`src/rtl/ssd_arbiter.sv`:
```
// ssd_arbiter: round-robin time-sharing of the 8-digit seven-segment display among four sources.
// Latency: grant and display outputs are registered, valid one clock after the deciding edge.
// Backpressure: none; a waiting source holds req until granted, and an owner keeps the display while req stays high.
module ssd_arbiter #(
  parameter int DIV   = 50000,
  parameter int DWELL = 50000000,
  parameter int BLANK = 1000
) (
  input  logic         ssd_arbiter_clk,
  input  logic         ssd_arbiter_rst,
  input  logic [3:0]   ssd_arbiter_port_req,
  input  logic [127:0] ssd_arbiter_port_data,
  input  logic [31:0]  ssd_arbiter_port_en,
  input  logic [3:0]   ssd_arbiter_port_dp,
  output logic [3:0]   ssd_arbiter_port_gnt,
  output logic [31:0]  ssd_arbiter_port_inp,
  output logic [7:0]   ssd_arbiter_port_digit_en,
  output logic         ssd_arbiter_port_odp,
  output logic         ssd_arbiter_port_scan_clk,
  output logic         ssd_arbiter_port_busy
);

  // Counter widths are sized to hold the parameter value itself (never zero bits).
  localparam int SW  = $clog2(DIV + 1);
  localparam int DWW = $clog2(DWELL + 1);
  localparam int BW  = $clog2(BLANK + 1);

  localparam logic [SW-1:0]  SCAN_LAST  = SW'(DIV - 1);
  localparam logic [DWW-1:0] DWELL_LAST = DWW'(DWELL - 1);
  localparam logic [DWW-1:0] DWELL_MAX  = DWW'(DWELL);
  localparam logic [BW-1:0]  BLANK_LAST = BW'(BLANK - 1);

  typedef enum logic [1:0] {
    ST_IDLE  = 2'd0,
    ST_OWN   = 2'd1,
    ST_BLANK = 2'd2
  } state_t;

  state_t           state_q, state_d;
  logic [1:0]       ptr_q, ptr_d;          // last owner; also the current owner while in OWN
  logic [DWW-1:0]   dwell_q, dwell_d;
  logic [BW-1:0]    blank_q, blank_d;
  logic [SW-1:0]    scan_cnt_q, scan_cnt_d;
  logic             scan_clk_q, scan_clk_d;
  logic [3:0]       gnt_q, gnt_d;
  logic [31:0]      inp_q, inp_d;
  logic [7:0]       digit_en_q, digit_en_d;
  logic             odp_q, odp_d;
  logic             busy_q, busy_d;

  logic             win_vld;
  logic [1:0]       win_idx;
  logic             owner_req;
  logic             others_req;
  logic             dwell_reached;
  logic             blank_last;
  logic             grant_now;
  logic [1:0]       sel;

  // Round-robin pick: first requester after the last owner, the last owner itself scanned last.
  always_comb begin
    win_vld = 1'b0;
    win_idx = ptr_q;
    // Scan from farthest to nearest so the nearest requester overwrites and wins.
    for (int k = 4; k >= 1; k--) begin
      if (ssd_arbiter_port_req[ptr_q + 2'(k)]) begin
        win_vld = 1'b1;
        win_idx = ptr_q + 2'(k);
      end
    end
  end

  // Condition flags shared by the next-state and output logic.
  always_comb begin
    owner_req  = ssd_arbiter_port_req[ptr_q];
    others_req = |(ssd_arbiter_port_req & ~(4'b0001 << ptr_q));
    // Counts the current OWN cycle too, so the owner leaves after exactly DWELL grant cycles.
    dwell_reached = (dwell_q >= DWELL_LAST);
    blank_last    = (blank_q == BLANK_LAST);
    grant_now     = win_vld &&
                    ((state_q == ST_IDLE) || ((state_q == ST_BLANK) && blank_last));
  end

  // FSM state register; reset drops any grant at once, without a guard interval.
  always_ff @(posedge ssd_arbiter_clk) begin
    if (ssd_arbiter_rst) begin
      state_q <= ST_IDLE;
    end else begin
      state_q <= state_d;
    end
  end

  // FSM next-state: owner drop and dwell expiry both lead to a single BLANK entry.
  always_comb begin
    state_d = state_q;
    case (state_q)
      ST_IDLE: begin
        if (win_vld) begin
          state_d = ST_OWN;
        end
      end
      ST_OWN: begin
        if (!owner_req || (dwell_reached && others_req)) begin
          state_d = ST_BLANK;
        end
      end
      ST_BLANK: begin
        if (blank_last) begin
          state_d = win_vld ? ST_OWN : ST_IDLE;
        end
      end
      default: begin
        state_d = ST_IDLE;
      end
    endcase
  end

  // FSM outputs: mirror the chosen source's display fields while owning, blank otherwise.
  always_comb begin
    sel        = grant_now ? win_idx : ptr_q;
    gnt_d      = 4'b0000;
    inp_d      = 32'h0;
    digit_en_d = 8'h00;
    odp_d      = 1'b0;
    if (state_d == ST_OWN) begin
      gnt_d      = 4'b0001 << sel;
      inp_d      = ssd_arbiter_port_data[{sel, 5'd0} +: 32];
      digit_en_d = ssd_arbiter_port_en[{sel, 3'd0} +: 8];
      odp_d      = ssd_arbiter_port_dp[sel];
    end
    busy_d = (state_d != ST_IDLE);
  end

  // Pointer, dwell and guard-interval counters.
  always_comb begin
    ptr_d = grant_now ? win_idx : ptr_q;

    dwell_d = dwell_q;
    if (grant_now) begin
      dwell_d = '0;
    end else if ((state_q == ST_OWN) && (dwell_q != DWELL_MAX)) begin
      dwell_d = dwell_q + 1'b1;
    end

    // Cleared whenever not blanking so each guard interval starts from zero.
    blank_d = '0;
    if ((state_q == ST_BLANK) && !blank_last) begin
      blank_d = blank_q + 1'b1;
    end
  end

  // Free-running scan-clock divider, independent of arbitration.
  always_comb begin
    scan_cnt_d = scan_cnt_q + 1'b1;
    scan_clk_d = scan_clk_q;
    if (scan_cnt_q == SCAN_LAST) begin
      scan_cnt_d = '0;
      scan_clk_d = ~scan_clk_q;
    end
  end

  // Arbitration bookkeeping registers.
  always_ff @(posedge ssd_arbiter_clk) begin
    if (ssd_arbiter_rst) begin
      ptr_q   <= 2'd3;
      dwell_q <= '0;
      blank_q <= '0;
    end else begin
      ptr_q   <= ptr_d;
      dwell_q <= dwell_d;
      blank_q <= blank_d;
    end
  end

  // Scan-clock registers.
  always_ff @(posedge ssd_arbiter_clk) begin
    if (ssd_arbiter_rst) begin
      scan_cnt_q <= '0;
      scan_clk_q <= 1'b0;
    end else begin
      scan_cnt_q <= scan_cnt_d;
      scan_clk_q <= scan_clk_d;
    end
  end

  // Registered outputs to the display driver.
  always_ff @(posedge ssd_arbiter_clk) begin
    if (ssd_arbiter_rst) begin
      gnt_q      <= 4'b0000;
      inp_q      <= 32'h0;
      digit_en_q <= 8'h00;
      odp_q      <= 1'b0;
      busy_q     <= 1'b0;
    end else begin
      gnt_q      <= gnt_d;
      inp_q      <= inp_d;
      digit_en_q <= digit_en_d;
      odp_q      <= odp_d;
      busy_q     <= busy_d;
    end
  end

  assign ssd_arbiter_port_gnt      = gnt_q;
  assign ssd_arbiter_port_inp      = inp_q;
  assign ssd_arbiter_port_digit_en = digit_en_q;
  assign ssd_arbiter_port_odp      = odp_q;
  assign ssd_arbiter_port_scan_clk = scan_clk_q;
  assign ssd_arbiter_port_busy     = busy_q;

endmodule

```
`config.mk`:
```
export PLATFORM = sky130hd
export DESIGN_NAME = ssd_arbiter
export DESIGN_NICKNAME = d
export VERILOG_FILES = /design/src/rtl/ssd_arbiter.sv
export SDC_FILE = /design/constraint.sdc
export NUM_CORES = 1
export LEC_CHECK = 0
export ABC_AREA = 1
export BUFFER_PORTS_ARGS = -buffer_cell sky130_fd_sc_hd__buf_2
export CAP_MARGIN = 0
export CORE_MARGIN = 10
export CORE_UTILIZATION = 35
export CTS_CLUSTER_DIAMETER = 100
export DETAILED_ROUTE_END_ITERATION = 8
export PLACE_DENSITY = 0.7
export SLEW_MARGIN = 20
export SYNTH_ARGS = -nofsm -noshare
export SYNTH_HDL_FRONTEND = slang
export SYNTH_SLANG_ARGS = --single-unit
```
`constraint.sdc`:
```
create_clock -name ssd_arbiter_clk -period 5.83 [get_ports ssd_arbiter_clk]
set_input_delay 1.166 -clock ssd_arbiter_clk [delete_from_list [all_inputs] [get_ports ssd_arbiter_clk]]
set_output_delay 1.166 -clock ssd_arbiter_clk [all_outputs]
set_load 0.1 [all_outputs]
```
; ---- Word-level counts from Yosys, hierarchy flattened
; Cells that the tools add are included.
[word_totals]
word_cells = 77
inputBits = 170
regBits = 103
out_inout_bits = 47
[op_classes]
bitwise_logic = 5
n_mux = 23
n_eq_ne = 6
order_cmp = 6
add_sub_neg = 6
reduce_logical = 16
shift = 4
[ops]
columns = op, n
row1 = 128-bit by 8-bit variable part select with 32-bit output, 1
row2 = 32-bit by 6-bit variable part select with 8-bit output, 1
row3 = "26-bit by 1-bit adder with 26-bit output, second input constant", 1
row4 = "26-bit greater-or-equal comparator, second input constant", 1
row5 = "26-bit inequality test, second input constant", 1
row6 = "16-bit by 1-bit adder with 16-bit output, second input constant", 1
row7 = "16-bit equality test, second input constant", 1
row8 = "2-bit by 3-bit < comparator with 1-bit output, second input constant", 5
row9 = 2-bit two-way mux, 7
row10 = "10-bit by 1-bit adder with 10-bit output, second input constant", 1
row11 = 1-bit binary-select mux with 2-bit select, 5
row12 = "10-bit equality test, second input constant", 1
row13 = 1-bit two-way mux, 10
row14 = 2-bit OR reduction, 4
row15 = "1-bit by 2-bit << shifter with 4-bit output, first input constant", 2
row16 = 2-bit case mux with 3 select lines, 1
row17 = 1-bit logical AND, 5
row18 = "2-bit adder, second input constant", 2
row19 = 4-bit AND, 1
row20 = "2-bit by 1-bit equality test with 1-bit output, second input constant", 2
row21 = 4-bit inverter, 1
row22 = 4-bit OR reduction, 1
row23 = 1-bit inverter, 3
row24 = "2-bit by 1-bit adder with 2-bit output, second input constant", 1
row25 = 5 further kinds, 7

; ---- Logic depth before layout (Yosys ltp)
[logic_depth]
depth_word = 12
depth_mapped = 17
mapped_depth_nobuf = 15

; ---- Least setup slack after synthesis
; Ideal clock, no wire load.
[synth_timing]
path_type = input to register
start = input port ssd_arbiter_port_req[0]
end = register inp_q[25] (netlist: ssd_arbiter_port_inp[25])
stages = 15
setup_ns = 0.113
path_buffers = 2
t_arrival_ns = 2.265
setup_slack_ns = 3.452
t_required_ns = 5.717
path_cell_list = nand2_1 -> nand2_1 -> nor2_1 -> nand2_1 -> nand2_1 -> nor2_4 -> nand2_1 -> nand2_1 -> nand2_2 -> buf_6 -> buf_4 -> nand2_1 -> nand2_1 -> nand3_1 -> nand2_1
[synth_between]
elab_chain_len = 12
word_cells_on_any_way = 31
cone_classes = eq/ne (1) / shift (1) / mux (21) / bitwise (2) / reduce/logical (6)
[synth_rtl]
columns = item, line
row1 = start: declaration, 11  ; input logic [3:0] ssd_arbiter_port_req,
row2 = branches (longest 12 deep; another with 128-bit by 8-bit variable part select with 32-bit output), -
row3 = end signal: assignment, 196  ; inp_q <= inp_d;
row4 = end: declaration, 46  ; logic [31:0] inp_q, inp_d;
; Parallel ways; which one is timed is not known. The select of a mux whose other input is x is not followed.
; A chain may end at the register's enable or synchronous reset.

; ---- Worst setup path after layout
[layout_timing]
start = register ptr_q[0]
end = register inp_q[27] (netlist: ssd_arbiter_port_inp[27])
[layout_between]
elab_chain_len = 12
word_cells_on_any_way = 36
cone_classes = add/sub (3) / eq/ne (1) / shift (2) / mux (21) / bitwise (3) / reduce/logical (6)
[layout_rtl]
columns = item, line
row1 = start: declaration, 40  ; logic [1:0] ptr_q, ptr_d;
row2 = start signal: assignment, 169  ; ptr_q <= ptr_d;
row3 = branches (longest 12 deep; another with 2-bit adder), -
; Parallel ways; which one is timed is not known. The select of a mux whose other input is x is not followed.

==> insert_results.sql <==
INSERT INTO impl_metrics (metric_group, metric, value, unit) VALUES
('status', 'status', 'finished clean', ''),
('critical_path', 'reg2regPathDepth', '15', ''),
('drt', 'initialDrtViolationCount', '411', ''),
('power_and_ir_drop', 'sw_frac_of_total', '57.6', '%'),
('floorplanning', 'boundaryPins', '217', ''),
('cells_and_area', 'mostFrequentLayoutCells', 'sky130_fd_sc_hd__nand2_1 (353), sky130_fd_sc_hd__buf_2 (216), sky130_fd_sc_hd__nand3_1 (153), sky130_fd_sc_hd__dfxtp_1 (103), sky130_fd_sc_hd__nor2_1 (65)', ''),
('power_and_ir_drop', 'design_power_total', '3.95', 'mW'),
('cells_and_area', 'post_route_cells_drive_above_1_share', '22.2', '%'),
('critical_path', 'worst_flop_to_flop_path_endpoint', 'ssd_arbiter_port_inp[27]$_SDFF_PP0_', ''),
('critical_path', 'critPathArrivalTime', '3660', 'ps'),
('drt', 'drt-pass1-iter-count', '5', ''),
('logic_synthesis', 'avg_cell_area_syn', '6.26', 'um2'),
('global_routing', 'grt.total_usage', '17.3', '%'),
('place', 'sum_of_net_half_perimeters_after_detailed_placement', '15.0', 'mm'),
('drt', 'route.antenna.remaining_nets', '0', ''),
('power_and_ir_drop', 'net-switching-power', '2.28', 'mW'),
('global_routing', 'grt_remaining_overflow', '0', ''),
('global_routing', 'antenna_violations_before_repair', '0', ''),
('logic_synthesis', 'synth_area_leader_cell', 'sky130_fd_sc_hd__dfxtp_1', ''),
('critical_path', 'timing.critical_path.to_type', 'flip-flop', ''),
('critical_path', 'crit_path_top_delay_cell', 'sky130_fd_sc_hd__dfxtp_1', ''),
('critical_path', 'crit_start', 'ptr_q[0]$_SDFF_PP1_', ''),
('drt', 'postRouteWirelength', '20.0', 'mm'),
('power_and_ir_drop', 'pwr-share-seq', '21.8', '%'),
('drt', 'detail_route.wl_per_cell', '14.5', 'um'),
('clock_tree', 'max-clock-path-buffers', '2', ''),
('clock_tree', 'cts_tree', 'done', ''),
('critical_path', 'crit_path_max_incr_delay', '550', 'ps'),
('flow_run', 'timing.max_cap.violations', '0', ''),
('floorplanning', 'floorplan.initialDensity', '35.3', '%'),
('power_and_ir_drop', 'clockPowerShare', '15.2', '%'),
('hold_path', 'min_path_type', 'reg2reg', ''),
('timing', 'grt_setup_unrepaired', 'false', ''),
('cells_and_area', 'layout_commonest_cell', 'sky130_fd_sc_hd__nand2_1', ''),
('clock_tree', 'cts-htree-levels', '3', ''),
('hold_path', 'hold_depth', '1', ''),
('global_routing', 'grt_max_degree', '84', ''),
('clock_tree', 'cts.reportedPaths.clkPinSlew', '70', 'ps'),
('logic_synthesis', 'post_synth_num_cell_types', '36', ''),
('clock_tree', 'cts-root-buf', 'sky130_fd_sc_hd__clkbuf_16', ''),
('cells_and_area', 'area_delta_synth_final', '23.9', '%'),
('timing', 'fin_skew', '8.31', 'ps'),
('timing', 'timing.fmax', '297', 'MHz'),
('critical_path', 'regToRegStartpoint', 'ptr_q[0]$_SDFF_PP1_', ''),
('timing', 'timing_hold_violations_final', '0', ''),
('drt', 'drc_errors', '0', ''),
('clock_tree', 'cts_hold_buf', '0', ''),
('timing', 'hold-worst-slack', '453', 'ps'),
('clock_tree', 'clk_latency', '360', 'ps'),
('global_routing', 'grt_pass1_wl', '32.3', 'mm'),
('timing', 'worst-slew-pin-transition', '989', 'ps'),
('critical_path', 'cp-start-kind', 'flip-flop', ''),
('logic_synthesis', 'yosys_register_bits', '103', ''),
('logic_synthesis', 'post_synth_main_area_contributors', 'sky130_fd_sc_hd__dfxtp_1 (34%), sky130_fd_sc_hd__nand2_1 (22%), sky130_fd_sc_hd__nand3_1 (13%)', ''),
('critical_path', 'critical_path_required', '6130', 'ps'),
('cells_and_area', 'multiInputGateArea', '3510', 'um2'),
('timing', 'final_period_minus_worst_setup_slack', '3360', 'ps'),
('place', 'io_buffer_count', '216', ''),
('floorplanning', 'die_x', '152', 'um'),
('timing', 'maxSlewViolCount', '0', ''),
('critical_path', 'timing.critical_path.mode_cell', 'sky130_fd_sc_hd__nand2_1', ''),
('critical_path', 'cp_cell_sequence', 'inv_2, ha_1, inv_1, nand2_1, nand2_1, inv_1, nand2_1, nand2_1, nand2_2, nand2_2, buf_4, nand2_1, nand2_1, nand4_1, nand2_1', ''),
('clock_tree', 'postCtsSetupBuffers', '0', ''),
('power_and_ir_drop', 'vdd_drop_max', '0.276', 'mV'),
('logic_synthesis', 'synthesis.instances', '970', ''),
('drt', 'vias', '6705', ''),
('timing', 'report.final.setup_viol', '0', ''),
('power_and_ir_drop', 'leakagePower', '3.75', 'nW'),
('logic_synthesis', 'mappedNetlistArea', '6070', 'um2'),
('power_and_ir_drop', 'power-per-cell-area', '525', 'nW/um2'),
('hold_path', 'hold_path_startpoint', 'blank_q[0]$_SDFF_PP0_', '');
-- layer usage --
layer  up-vias  global-route usage, %  share of wire [%]
li1       3523                      -                  -
met4         0                   5.72                1.7
met1      2941                   21.1                 44
met2       220                   28.4                 47
met3        21                   5.11                7.3
met5         -                      0                  0
-- power by group through the flow --
stage / clock network (mW) / logic [mW] / registers, mW
CTS: 0.617 / 2.51 / 0.863
global route: 0.646 / 2.75 / 0.870
floorplan: 0 / 1.42 / 1.48
finish: 0.600 / 2.49 / 0.861
global placement: 0 / 2.51 / 0.878
detailed placement: 0 / 2.51 / 0.879
-- registers in the layout, summed over array words and instances, names as in the netlist --
register	flops
dwell_q	26
scan_cnt_q	16
ssd_arbiter_port_digit_en	8
ssd_arbiter_port_busy	1
state_q	2
blank_q	10
ssd_arbiter_port_gnt	4
ssd_arbiter_port_inp	32
ssd_arbiter_port_odp	1
ptr_q	2
ssd_arbiter_port_scan_clk	1
-- area by class of cell --
type                    instances  area share (%)
multi-input cells             747            46.7
flip-flops and latches        103            27.4
repair buffers                225            15.3
well taps                     225            3.74
clock buffers                  10            3.18
inverters                      62            3.09
clock inverters                 6           0.648
-- worst max-delay path: cells and delay by family, from the launching register on --
kind	cells	cell delay, ps
DFF	1	550
and+or+nand+nor	10	1530
buffers and inverters	4	790
adders and majority gates	1	360
-- worst max-delay path by stage --
stage | to | slack (ps) | cells past startpoint
6_report | ssd_arbiter_port_inp[27]$_SDFF_PP0_ | 2470 | 15
5_1_grt | ssd_arbiter_port_inp[8]$_SDFF_PP0_ | 2200 | 15
4_1_cts | ssd_arbiter_port_inp[27]$_SDFF_PP0_ | 2500 | 15
3_5_place_dp | ssd_arbiter_port_inp[27]$_SDFF_PP0_ | 2160 | 16
3_3_place_gp | ssd_arbiter_port_inp[27]$_SDFF_PP0_ | 2180 | 16
2_1_floorplan | ssd_arbiter_port_inp[25]$_SDFF_PP0_ | 3450 | 15
-- Yosys cell counts, drive strengths merged --
cell type	number
nand2	355
nand3	154
dfxtp	103
nor2	67
inv	62
nand4	49
buf	46
a21oi	32
nor3	26
xor2	17
clkbuf	12
o21ai	9
ha	8
nor4	6
nor3b	5
xnor2	5
or2	3
o21bai	2
a211oi	1
a22oi	1
a31oi	1
and3	1
nand3b	1
o211ai	1
o21a	1
o22ai	1
o31ai	1
-- cell families (layout without fill, tap and decap cells) --
logic type / after synthesis / after routing / synth area share [%]
buffers and inverters: 120 / 303 / 8.68
AOI/OAI and AO/OA: 50 / 50 / 4.58
xor gates and xnor gates: 22 / 22 / 3.17
and+or+nand+nor: 667 / 667 / 48.0
adders and majority gates: 8 / 8 / 1.65
DFF: 103 / 103 / 34.0
-- per-stage QoR --
| stage | utilization, % | setup slack (ps) | instances | area (um2) |
|---|---|---|---|---|
| floorplan | - | 3450 | 970 | 6070 |
| global placement | 42.1 | 2180 | 1362 | 7240 |
| detailed placement | 42.1 | 2160 | 1362 | 7240 |
| CTS | 43.8 | 2500 | 1378 | 7520 |
| global route | 43.8 | 2200 | 1378 | 7520 |
| finish | 43.8 | 2470 | 1378 | 7520 |
No activity file was read; power rests on OpenSTA's default activity.
